**src/rtl/spi_nav_pkg.sv**
```systemverilog
// spi_nav_pkg
//   Shared types and register map constants for the pmod_nav SPI responder.
//   - state_e    : transfer FSM states
//   - WHO_AM_I   : read-only identity register address
//   - STATUS     : status register address (bit0 = data ready)
//   - OUT_FIRST/OUT_LAST : sensor output window whose update sets data ready
package spi_nav_pkg;

    typedef enum logic [1:0] {
        IDLE  = 2'd0,
        CMD   = 2'd1,
        READ  = 2'd2,
        WRITE = 2'd3
    } state_e;

    localparam logic [5:0] WHO_AM_I  = 6'h0F;
    localparam logic [5:0] STATUS    = 6'h27;
    localparam logic [5:0] OUT_FIRST = 6'h28;
    localparam logic [5:0] OUT_LAST  = 6'h2D;

    function automatic logic in_out_range(input logic [5:0] addr);
        return (addr >= OUT_FIRST) && (addr <= OUT_LAST);
    endfunction

endpackage

```
**src/rtl/spi_sync_edge.sv**
```systemverilog
// spi_sync_edge
//   Multi-flop synchronizer for one asynchronous input plus rise/fall pulse
//   detection on the synchronized value.
//   Ports:
//     clk  : system clock
//     rst  : asynchronous active-low reset (chain reset to RESET_VAL)
//     din  : asynchronous input
//     dout : synchronized level
//     rise : one-clk pulse on synchronized 0->1
//     fall : one-clk pulse on synchronized 1->0
module spi_sync_edge #(
    parameter int   STAGES    = 2,
    parameter logic RESET_VAL = 1'b1
) (
    input  logic clk,
    input  logic rst,
    input  logic din,
    output logic dout,
    output logic rise,
    output logic fall
);

    logic [STAGES-1:0] pipe_q;
    logic [STAGES-1:0] pipe_d;
    logic              prev_q;
    logic              prev_d;

    always_comb begin
        pipe_d    = pipe_q << 1;
        pipe_d[0] = din;
        prev_d    = pipe_q[STAGES-1];
    end

    always_ff @(posedge clk or negedge rst) begin
        if (!rst) begin
            pipe_q <= {STAGES{RESET_VAL}};
            prev_q <= RESET_VAL;
        end else begin
            pipe_q <= pipe_d;
            prev_q <= prev_d;
        end
    end

    assign dout = pipe_q[STAGES-1];
    assign rise = dout & ~prev_q;
    assign fall = ~dout & prev_q;

endmodule

```
**src/rtl/spi_nav_responder.sv**
```systemverilog
// spi_nav_responder
//   SPI mode-3 slave emulating a pmod_nav sensor: 64x8 register file with a
//   read-only identity register, burst read/write with address wrap, and a
//   host-side update port that raises a data-ready interrupt.
//   Ports:
//     clk, rst           : system clock, asynchronous active-low reset
//     sclk, cs, mosi     : SPI from master (asynchronous, synchronized here)
//     miso, miso_oe      : SPI data to master and its drive enable
//     it                 : data-ready interrupt (STATUS bit0)
//     upd_valid/addr/data: host register update port
//     busy               : a transfer is in progress
module spi_nav_responder
    import spi_nav_pkg::*;
#(
    parameter logic [7:0] WHO_AM_I_VAL = 8'h68,
    parameter int         SYNC_STAGES  = 2
) (
    input  logic       clk,
    input  logic       rst,
    input  logic       sclk,
    input  logic       cs,
    input  logic       mosi,
    output logic       miso,
    output logic       miso_oe,
    output logic       it,
    input  logic       upd_valid,
    input  logic [5:0] upd_addr,
    input  logic [7:0] upd_data,
    output logic       busy
);

    localparam int SETTLE_W = $clog2(SYNC_STAGES + 1);

    logic sclk_s, sclk_rise, sclk_fall;
    logic cs_s, cs_rise, cs_fall;
    logic mosi_s;
    logic [SYNC_STAGES-1:0] mosi_pipe_q, mosi_pipe_d;

    spi_sync_edge #(.STAGES(SYNC_STAGES), .RESET_VAL(1'b1)) u_sclk_sync (
        .clk(clk), .rst(rst), .din(sclk),
        .dout(sclk_s), .rise(sclk_rise), .fall(sclk_fall)
    );

    spi_sync_edge #(.STAGES(SYNC_STAGES), .RESET_VAL(1'b1)) u_cs_sync (
        .clk(clk), .rst(rst), .din(cs),
        .dout(cs_s), .rise(cs_rise), .fall(cs_fall)
    );

    // mosi uses the same depth so it stays aligned with the sclk edge pulses.
    always_comb begin
        mosi_pipe_d    = mosi_pipe_q << 1;
        mosi_pipe_d[0] = mosi;
    end
    assign mosi_s = mosi_pipe_q[SYNC_STAGES-1];

    state_e        state_q, state_d;
    logic [2:0]    bit_cnt_q, bit_cnt_d;
    logic [6:0]    in_sr_q, in_sr_d;
    logic [7:0]    out_sr_q, out_sr_d;
    logic [5:0]    addr_q, addr_d;
    logic          miso_q, miso_d;
    logic          busy_q, busy_d;
    logic          armed_q, armed_d;
    logic [SETTLE_W-1:0] settle_q, settle_d;
    logic          wr_pend_q, wr_pend_d;
    logic [5:0]    wr_addr_q, wr_addr_d;
    logic [7:0]    wr_data_q, wr_data_d;
    logic [7:0]    regs_q [64];
    logic [7:0]    regs_d [64];
    logic [7:0]    byte_in;
    logic          settled;
    logic          status_clr;
    logic          status_set;

    // The synchronizers come out of reset showing an idle bus. If cs was
    // actually low across reset, that would look like a fresh cs fall once the
    // real level propagates, so cs falls are only accepted after the chains
    // have refilled from the pins and the bus has been seen idle.
    assign settled    = (settle_q == SETTLE_W'(SYNC_STAGES));
    assign status_set = upd_valid && in_out_range(upd_addr);

    always_comb begin
        state_d    = state_q;
        bit_cnt_d  = bit_cnt_q;
        in_sr_d    = in_sr_q;
        out_sr_d   = out_sr_q;
        addr_d     = addr_q;
        miso_d     = miso_q;
        busy_d     = busy_q;
        wr_pend_d  = 1'b0;
        wr_addr_d  = wr_addr_q;
        wr_data_d  = wr_data_q;
        status_clr = 1'b0;
        settle_d   = settled ? settle_q : settle_q + 1'b1;
        armed_d    = armed_q | (settled & cs_s & sclk_s);
        byte_in    = {in_sr_q, mosi_s};

        if (cs_rise) begin
            // Any partial byte is dropped simply by leaving the shifter.
            state_d   = IDLE;
            busy_d    = 1'b0;
            miso_d    = 1'b1;
            bit_cnt_d = 3'd0;
        end else if (cs_fall && armed_q) begin
            state_d   = CMD;
            busy_d    = 1'b1;
            miso_d    = 1'b1;
            bit_cnt_d = 3'd0;
        end else begin
            case (state_q)
                CMD: begin
                    if (sclk_rise) begin
                        in_sr_d   = byte_in[6:0];
                        bit_cnt_d = bit_cnt_q + 3'd1;
                        if (bit_cnt_q == 3'd7) begin
                            addr_d = byte_in[5:0];
                            if (byte_in[7]) begin
                                state_d  = READ;
                                out_sr_d = regs_q[byte_in[5:0]];
                            end else begin
                                state_d = WRITE;
                            end
                        end
                    end
                end
                READ: begin
                    if (sclk_fall) begin
                        miso_d   = out_sr_q[7];
                        out_sr_d = out_sr_q << 1;
                    end else if (sclk_rise) begin
                        bit_cnt_d = bit_cnt_q + 3'd1;
                        if (bit_cnt_q == 3'd7) begin
                            status_clr = (addr_q == OUT_LAST);
                            addr_d     = addr_q + 6'd1;
                            // Latched now; later updates to this address do
                            // not disturb the byte being shifted out.
                            out_sr_d   = regs_q[addr_q + 6'd1];
                        end
                    end
                end
                WRITE: begin
                    if (sclk_rise) begin
                        in_sr_d   = byte_in[6:0];
                        bit_cnt_d = bit_cnt_q + 3'd1;
                        if (bit_cnt_q == 3'd7) begin
                            wr_pend_d = 1'b1;
                            wr_addr_d = addr_q;
                            wr_data_d = byte_in;
                            addr_d    = addr_q + 6'd1;
                        end
                    end
                end
                default: ;
            endcase
        end
    end

    always_ff @(posedge clk or negedge rst) begin
        if (!rst) begin
            state_q     <= IDLE;
            bit_cnt_q   <= 3'd0;
            in_sr_q     <= 7'd0;
            out_sr_q    <= 8'd0;
            addr_q      <= 6'd0;
            miso_q      <= 1'b1;
            busy_q      <= 1'b0;
            armed_q     <= 1'b0;
            settle_q    <= '0;
            wr_pend_q   <= 1'b0;
            wr_addr_q   <= 6'd0;
            wr_data_q   <= 8'd0;
            mosi_pipe_q <= {SYNC_STAGES{1'b1}};
        end else begin
            state_q     <= state_d;
            bit_cnt_q   <= bit_cnt_d;
            in_sr_q     <= in_sr_d;
            out_sr_q    <= out_sr_d;
            addr_q      <= addr_d;
            miso_q      <= miso_d;
            busy_q      <= busy_d;
            armed_q     <= armed_d;
            settle_q    <= settle_d;
            wr_pend_q   <= wr_pend_d;
            wr_addr_q   <= wr_addr_d;
            wr_data_q   <= wr_data_d;
            mosi_pipe_q <= mosi_pipe_d;
        end
    end

    // Register file. The SPI commit is applied after the host update so it
    // wins a same-address collision; the status set is applied after the
    // clear so it wins a same-clk collision.
    always_comb begin
        for (int i = 0; i < 64; i++) begin
            regs_d[i] = regs_q[i];
            if (upd_valid && upd_addr == 6'(i) && 6'(i) != WHO_AM_I)
                regs_d[i] = upd_data;
            if (wr_pend_q && wr_addr_q == 6'(i) && 6'(i) != WHO_AM_I && 6'(i) != STATUS)
                regs_d[i] = wr_data_q;
        end
        if (status_clr)
            regs_d[STATUS][0] = 1'b0;
        if (status_set)
            regs_d[STATUS][0] = 1'b1;
    end

    always_ff @(posedge clk or negedge rst) begin
        if (!rst) begin
            for (int i = 0; i < 64; i++)
                regs_q[i] <= (i == int'(WHO_AM_I)) ? WHO_AM_I_VAL : 8'h00;
        end else begin
            regs_q <= regs_d;
        end
    end

    assign miso    = miso_q;
    assign miso_oe = busy_q;
    assign busy    = busy_q;
    assign it      = regs_q[STATUS][0];

endmodule

```
**config.mk**
```make
export PLATFORM = sky130hd
export DESIGN_NAME = spi_nav_responder
export DESIGN_NICKNAME = d
export VERILOG_FILES = /design/src/rtl/spi_nav_pkg.sv /design/src/rtl/spi_sync_edge.sv /design/src/rtl/spi_nav_responder.sv
export SDC_FILE = /design/constraint.sdc
export NUM_CORES = 2
export LEC_CHECK = 0
export CAP_MARGIN = 20
export CELL_PAD_IN_SITES_DETAIL_PLACEMENT = 0
export CELL_PAD_IN_SITES_GLOBAL_PLACEMENT = 1
export CORE_ASPECT_RATIO = 1.4
export CORE_MARGIN = 3
export CORE_UTILIZATION = 35
export CTS_CLUSTER_DIAMETER = 40
export DETAILED_ROUTE_END_ITERATION = 10
export HOLD_SLACK_MARGIN = 0.06
export PLACE_DENSITY = 0.69
export SLEW_MARGIN = 20
export SYNTH_ARGS = -nofsm -noshare
export SYNTH_HDL_FRONTEND = slang
export SYNTH_SLANG_ARGS = --single-unit
export TNS_END_PERCENT = 20
```
**constraint.sdc**
```tcl
create_clock -name clk -period 4.1 [get_ports clk]
set_input_delay 0.82 -clock clk [delete_from_list [all_inputs] [get_ports clk]]
set_output_delay 0.82 -clock clk [all_outputs]
set_load 0.005 [all_outputs]
```
; ---- Word level (Yosys, flattened, before mapping)
; Index checks and enable logic that the tools add are counted.
[word_totals]
input_bits = 20
word_cells = 623
out_inout_bits = 4
register_bits = 558
[op_classes]
eq_ne = 136
bitwise_logic = 15
order_cmp = 4
muxes = 174
n_addsub = 3
n_reduce_logical = 210
[op_table]
columns = op, n
row1 = $mux 8, 134
row2 = $eq 6x6->1 const B, 64
row3 = $eq 6x5->1 const B, 32
row4 = $logic_and 1x1->1, 128
row5 = $reduce_bool 2->1, 64
row6 = $bmux 8 s6, 2
row7 = $eq 6x4->1 const B, 14
row8 = $eq 6x3->1 const B, 8
row9 = $mux 6, 5
row10 = $eq 6x2->1 const B, 4
row11 = $mux 1, 21
row12 = $reduce_bool 3->1, 7
row13 = $pmux 6 s3, 1
row14 = $pmux 8 s2, 1
row15 = $ge 7x7->1 const B, 2
row16 = $not 6->7, 2
row17 = $eq 6x1->1 const B, 2
row18 = $logic_not 6->1, 2
row19 = $mux 3, 4
row20 = $mux 2, 5
row21 = $ne 2x2->1 const B, 4
row22 = $reduce_and 8->1, 1
row23 = $add 6x1->6 const B, 1
row24 = $and 1x1->1, 6
row25 = other kinds (19), 28

; ---- Logic depth before layout (Yosys ltp)
[depth]
ltp_word = 9
mapped_depth = 12
mapped_depth_nobuf = 8

; ---- By module
; From an unflattened synthesis, not the netlist that was laid out.
[hier_totals]
cells_unflattened = 3260
area_unflattened_um2 = 34299.1
[modules_own_cells]
columns = module, seq_area_each_um2, cells_per_inst, area_per_inst_um2, n_inst
row1 = spi_nav_responder, 13817.0, 3250, 34111.5, 1
row2 = spi_sync_edge, 78.8, 5, 93.8, 2

; ---- Least setup slack after synthesis
; Ideal clock, no wire load.
[synth_timing]
path_kind = register to register
from = register addr_q[1]
to = register out_sr_q[2]
setup_slack_ns = 1.461
n_path_buf = 2
path_stages_with_launch = 10
t_arrival_ns = 2.487
cell_sequence = dfrtp_1 -> inv_1 -> ha_1 -> buf_2 -> clkbuf_1 -> mux4_2 -> mux4_2 -> mux2_2 -> a32oi_1 -> a41oi_1
[synth_between]
elab_chain_cells = 9
[synth_rtl]
columns = element, line_no
row1 = "start, declared", spi_nav_responder.sv:60  ; logic [5:0] addr_q, addr_d;
row2 = "start signal, assigned", spi_nav_responder.sv:178  ; addr_q <= addr_d;
row3 = $add 6x1->6, spi_nav_responder.sv:137  ; out_sr_d = regs_q[addr_q + 6'd1];
row4 = $not 6->7 (implied by the code), spi_nav_responder.sv:137
row5 = $bmux 8 s6, spi_nav_responder.sv:137
row6 = $mux 8 (implied by the code) (2 in a row), spi_nav_responder.sv:137
row7 = $mux 8, spi_nav_responder.sv:132  ; if (bit_cnt_q == 3'd7) begin
row8 = $mux 8, spi_nav_responder.sv:130  ; end else if (sclk_rise) begin
row9 = $mux 8, spi_nav_responder.sv:127  ; if (sclk_fall) begin
row10 = $pmux 8 s2, spi_nav_responder.sv:110  ; case (state_q)
row11 = "end signal, assigned", spi_nav_responder.sv:177  ; out_sr_q <= out_sr_d;
row12 = "end, declared", spi_nav_responder.sv:59  ; logic [7:0] out_sr_q, out_sr_d;
; Every way passes these cells. The select of a mux whose other input is x is not followed.
; A chain may end at the register's enable or synchronous reset.

; ---- Worst setup path in the final report
[layout_timing]
from = register addr_q[1]
to = register out_sr_q[4]
; Same word-level chain as after synthesis.

==> run metrics <==
hold_buf cts=0; post-synthesis sequential area ratio=0.4072; die height=376.5 um; worst r2r path cells=9; Distinct cells, synth=64; clock power share=0.429; crit start category=flip-flop; total global routing overflow=0; post-DR vias/cell=approximately 5.9; fin crit period=3270 ps; CTS Sinks=558; WP buf/inv=3; slowest CP cell=ha_4; Max clock buf depth=3; ys async rst share=1.000; relative slew slack=0.2233; Top FF cell, synth=dfrtp_1; status=completed; worst hold slack=183.5 ps; internal power=12760 uW; Pleak=0.01616 uW; Adder-Cell Fraction of Synth Area=0.002552; Max-cap violations=0; initial antenna violation count=1; R2R Path Start=addr_q[1]; Setup TNS Final=0 ps; power per cell area=471.4 mW/mm2; setup violators final=0; stages on the worst setup path=9; post-synthesis mux area share=0.3312; sequential share of power=0.372; per-cell routed wire length=29.04 um; combinational fraction of design power=0.199; Die Wd=approximately 270 um; Area Growth Syn to Fin=15.52%; Layout Nets=3325; unrepaired setup endpoints after global routing=no; cell total after placement=4505; Design Power=roughly 19000 uW; Layout Skew=about 17 ps; crit-path most repeated cell=buf_12; measured slew at the worst slew-check pin=roughly 1200 ps; top cells by count, synth=mux2i_1 (572), dfrtp_1 (549), nand2_1 (537); fin cells=about 4700; Routed Antenna Nets=0; number of port buffers=23; Peak VDD IR=0.3049 mV; Synth area leader=dfrtp_1; slowest stage delay, CP=490 ps; largest fanout on the critical path=23; CP Capture Point=out_sr_q[4]; Mapped Nets=3340; DRC violation total after the first TritonRoute iteration=3076; P_sw=5934 uW; TritonCTS clock tree=done; Data arrival, critical path=slightly below 4000 ps; Post-CTS Resized=0; initial core utilization=0.3540; post-synthesis compound-gate area fraction=0.1062; CTS root buf=clkbuf_16; Critical Path Sink Type=flip-flop; vias in the first global route=approximately 28000; Critical R2R Capture=out_sr_q[4]; Synth top area share=0.4003; GRT Resource Usage Total=0.2658; Tcrit/Tclk final=0.7976; TritonRoute pass-1 iters=8; layout cells sized above 1=0.2004; Cells after Synth=3313; core area=0.09696 mm2; RD Place Congestion=about 1.0; worst hold-check path type=input port to asynchronous set/reset pin; post-synthesis xor/xnor area fraction=0.002042; Critical path origin=addr_q[1]; postcts setup bufs=0; Fmax=305.8 MHz; Ports=24; Post-synth EDFFs=0; H-tree depth=3; FF-to-FF setup slack=830 ps; final wirelength=135800 um; Worst EP required=around 4700 ps; Ys Warns=0; most common cell in the netlist=mux2i_1; delay-heaviest family, CP=compound AO/OA/AOI/OAI gates; simple-gate portion of the synthesized area=0.1125; CTS Buf Count=between 80 and 90; count of pins over their slew limit=0; first-pass GRT wire length=200100 um; DIE AREA=~0.10 mm2; largest net degree at the start of global routing=86; largest family of logic cells by synthesized area=multiplexers; #FFs+latches synth=558; CP Cell Sequence=inv_1 > ha_4 > buf_12 > buf_12 > nor2b_1 > a221oi_1 > o21ai_0 > nand4_1 > a41oi_1; clock latency on the worst-skew pair=680 ps; via count=about 28000; sw frac=0.3175; Final Hold Vio Count=0; Mean Syn Cell Area=10.36 um2; DP Wirelength=approximately 94000 um; Remaining DRCs=0; clock slew at reported path FFs=60 ps; Cell Area, Synth=about 0.034 mm2; largest cells by area after synthesis=dfrtp_1 (40%), mux2i_1 (17%), mux4_2 (15%); critical setup path kind=flip-flop to flip-flop; num rows=135
## final cells by class
| cell class | count | area (um2) |
|---|---|---|
| Sequential cell | 558 | 14000 |
| Clock buffer | 113 | 2575 |
| Timing Repair Buffer | 189 | 1679 |
| Tap cell | 1301 | 1628 |
| Fill cell | 9370 | 57310 |
| Clock inverter | 54 | 586.8 |
| Inverter | 16 | 60.06 |
| Antenna cell | 1 | 2.502 |
| Multi-Input combinational cell | 2444 | 19110 |
## metal layers
layer,share of wire,routed length [um],up-vias,global-route usage
li1,-,-,12037,-
met5,0,0,-,0
met4,0.075,10240,0,0.1694
met3,0.063,8525,388,0.04802
met1,0.37,50810,14043,0.3149
met2,0.49,66210,1196,0.4459
## power by group through the flow
stage | Sequential [uW] | Clock, uW | Combinational [uW]
floorplan | 6620 | 0 | 2420
global placement | 6990 | 0 | 3630
detailed placement | 7020 | 0 | 3660
CTS | 6930 | 8110 | 3680
global route | 7030 | 8360 | 3920
finish | 6960 | 8010 | 3720
## logic make-up (layout without fill, tap and decap cells)
logic type | after synthesis | after routing
xor+xnor | 8 | 8
other cells | 0 | 1
flops | 558 | 558
fa+ha+maj | 7 | 7
mux | 841 | 841
compound gates | 653 | 653
buf+inv | 311 | 372
simple gates | 935 | 935
## worst min path at each step
stage                                  endpoint  cells past startpoint
after floorplan                  mosi_pipe_q[1]                      0
after global placement      u_cs_sync.pipe_q[1]                      0
after detailed placement  u_sclk_sync.pipe_q[1]                      0
after CTS                           regs_q[324]                      1
after global routing                regs_q[324]                      1
final                               regs_q[324]                      1
## registers in the layout, indices dropped and copies added, names as in the netlist
name	count
addr_q	6
armed_q	1
bit_cnt_q	3
busy	1
in_sr_q	7
it	1
miso	1
mosi_pipe_q	2
out_sr_q	8
regs_q	503
settle_q	2
state_q	2
u_cs_sync.pipe_q	2
u_cs_sync.prev_q	1
u_sclk_sync.pipe_q	2
u_sclk_sync.prev_q	1
wr_addr_q	6
wr_data_q	8
wr_pend_q	1
## worst reg2reg max path: stages (launching register included)
cell	delay [ps]
dfrtp_1	480
inv_1	120
ha_4	490
buf_12	260
buf_12	220
nor2b_1	460
a221oi_1	170
o21ai_0	460
nand4_1	270
a41oi_1	240
## cell usage in the layout (no fill, tap or decap), types with 7 or more instances in the layout
cell type	count
nand3_1	40
a311oi_1	7
buf_2	8
a22oi_1	14
mux4_2	232
nor2b_1	16
buf_12	19
inv_1	14
clkbuf_16	95
mux2_2	37
nand2_1	537
nor2_1	231
a32oi_1	14
o21ai_0	374
a21oi_1	158
o221ai_1	10
clkinvlp_4	15
nand2b_1	14
or2_2	8
dfstp_2	8
o22ai_1	8
inv_6	10
dfrtp_1	537
clkinv_4	11
mux2i_1	572
clkbuf_8	13
dfrtp_2	9
a31oi_1	14
inv_8	8
o211ai_1	9
nor2_2	27
nand4_1	13
buf_4	147
and3_1	13
nor3_1	11
clkdlybuf4s50_1	14
## metrics by stage
step / area, um2 / util / worst slack, ps
4_1_cts: 39590 / 0.4083 / 886.4
3_3_place_gp: 36430 / 0.3757 / 794.9
2_1_floorplan: 34320 / - / 1461
3_5_place_dp: 36430 / 0.3757 / 780.2
5_1_grt: 39650 / 0.4089 / 691.5
6_report: 39650 / 0.4089 / 830.0
(Power assumes the default switching activity.)
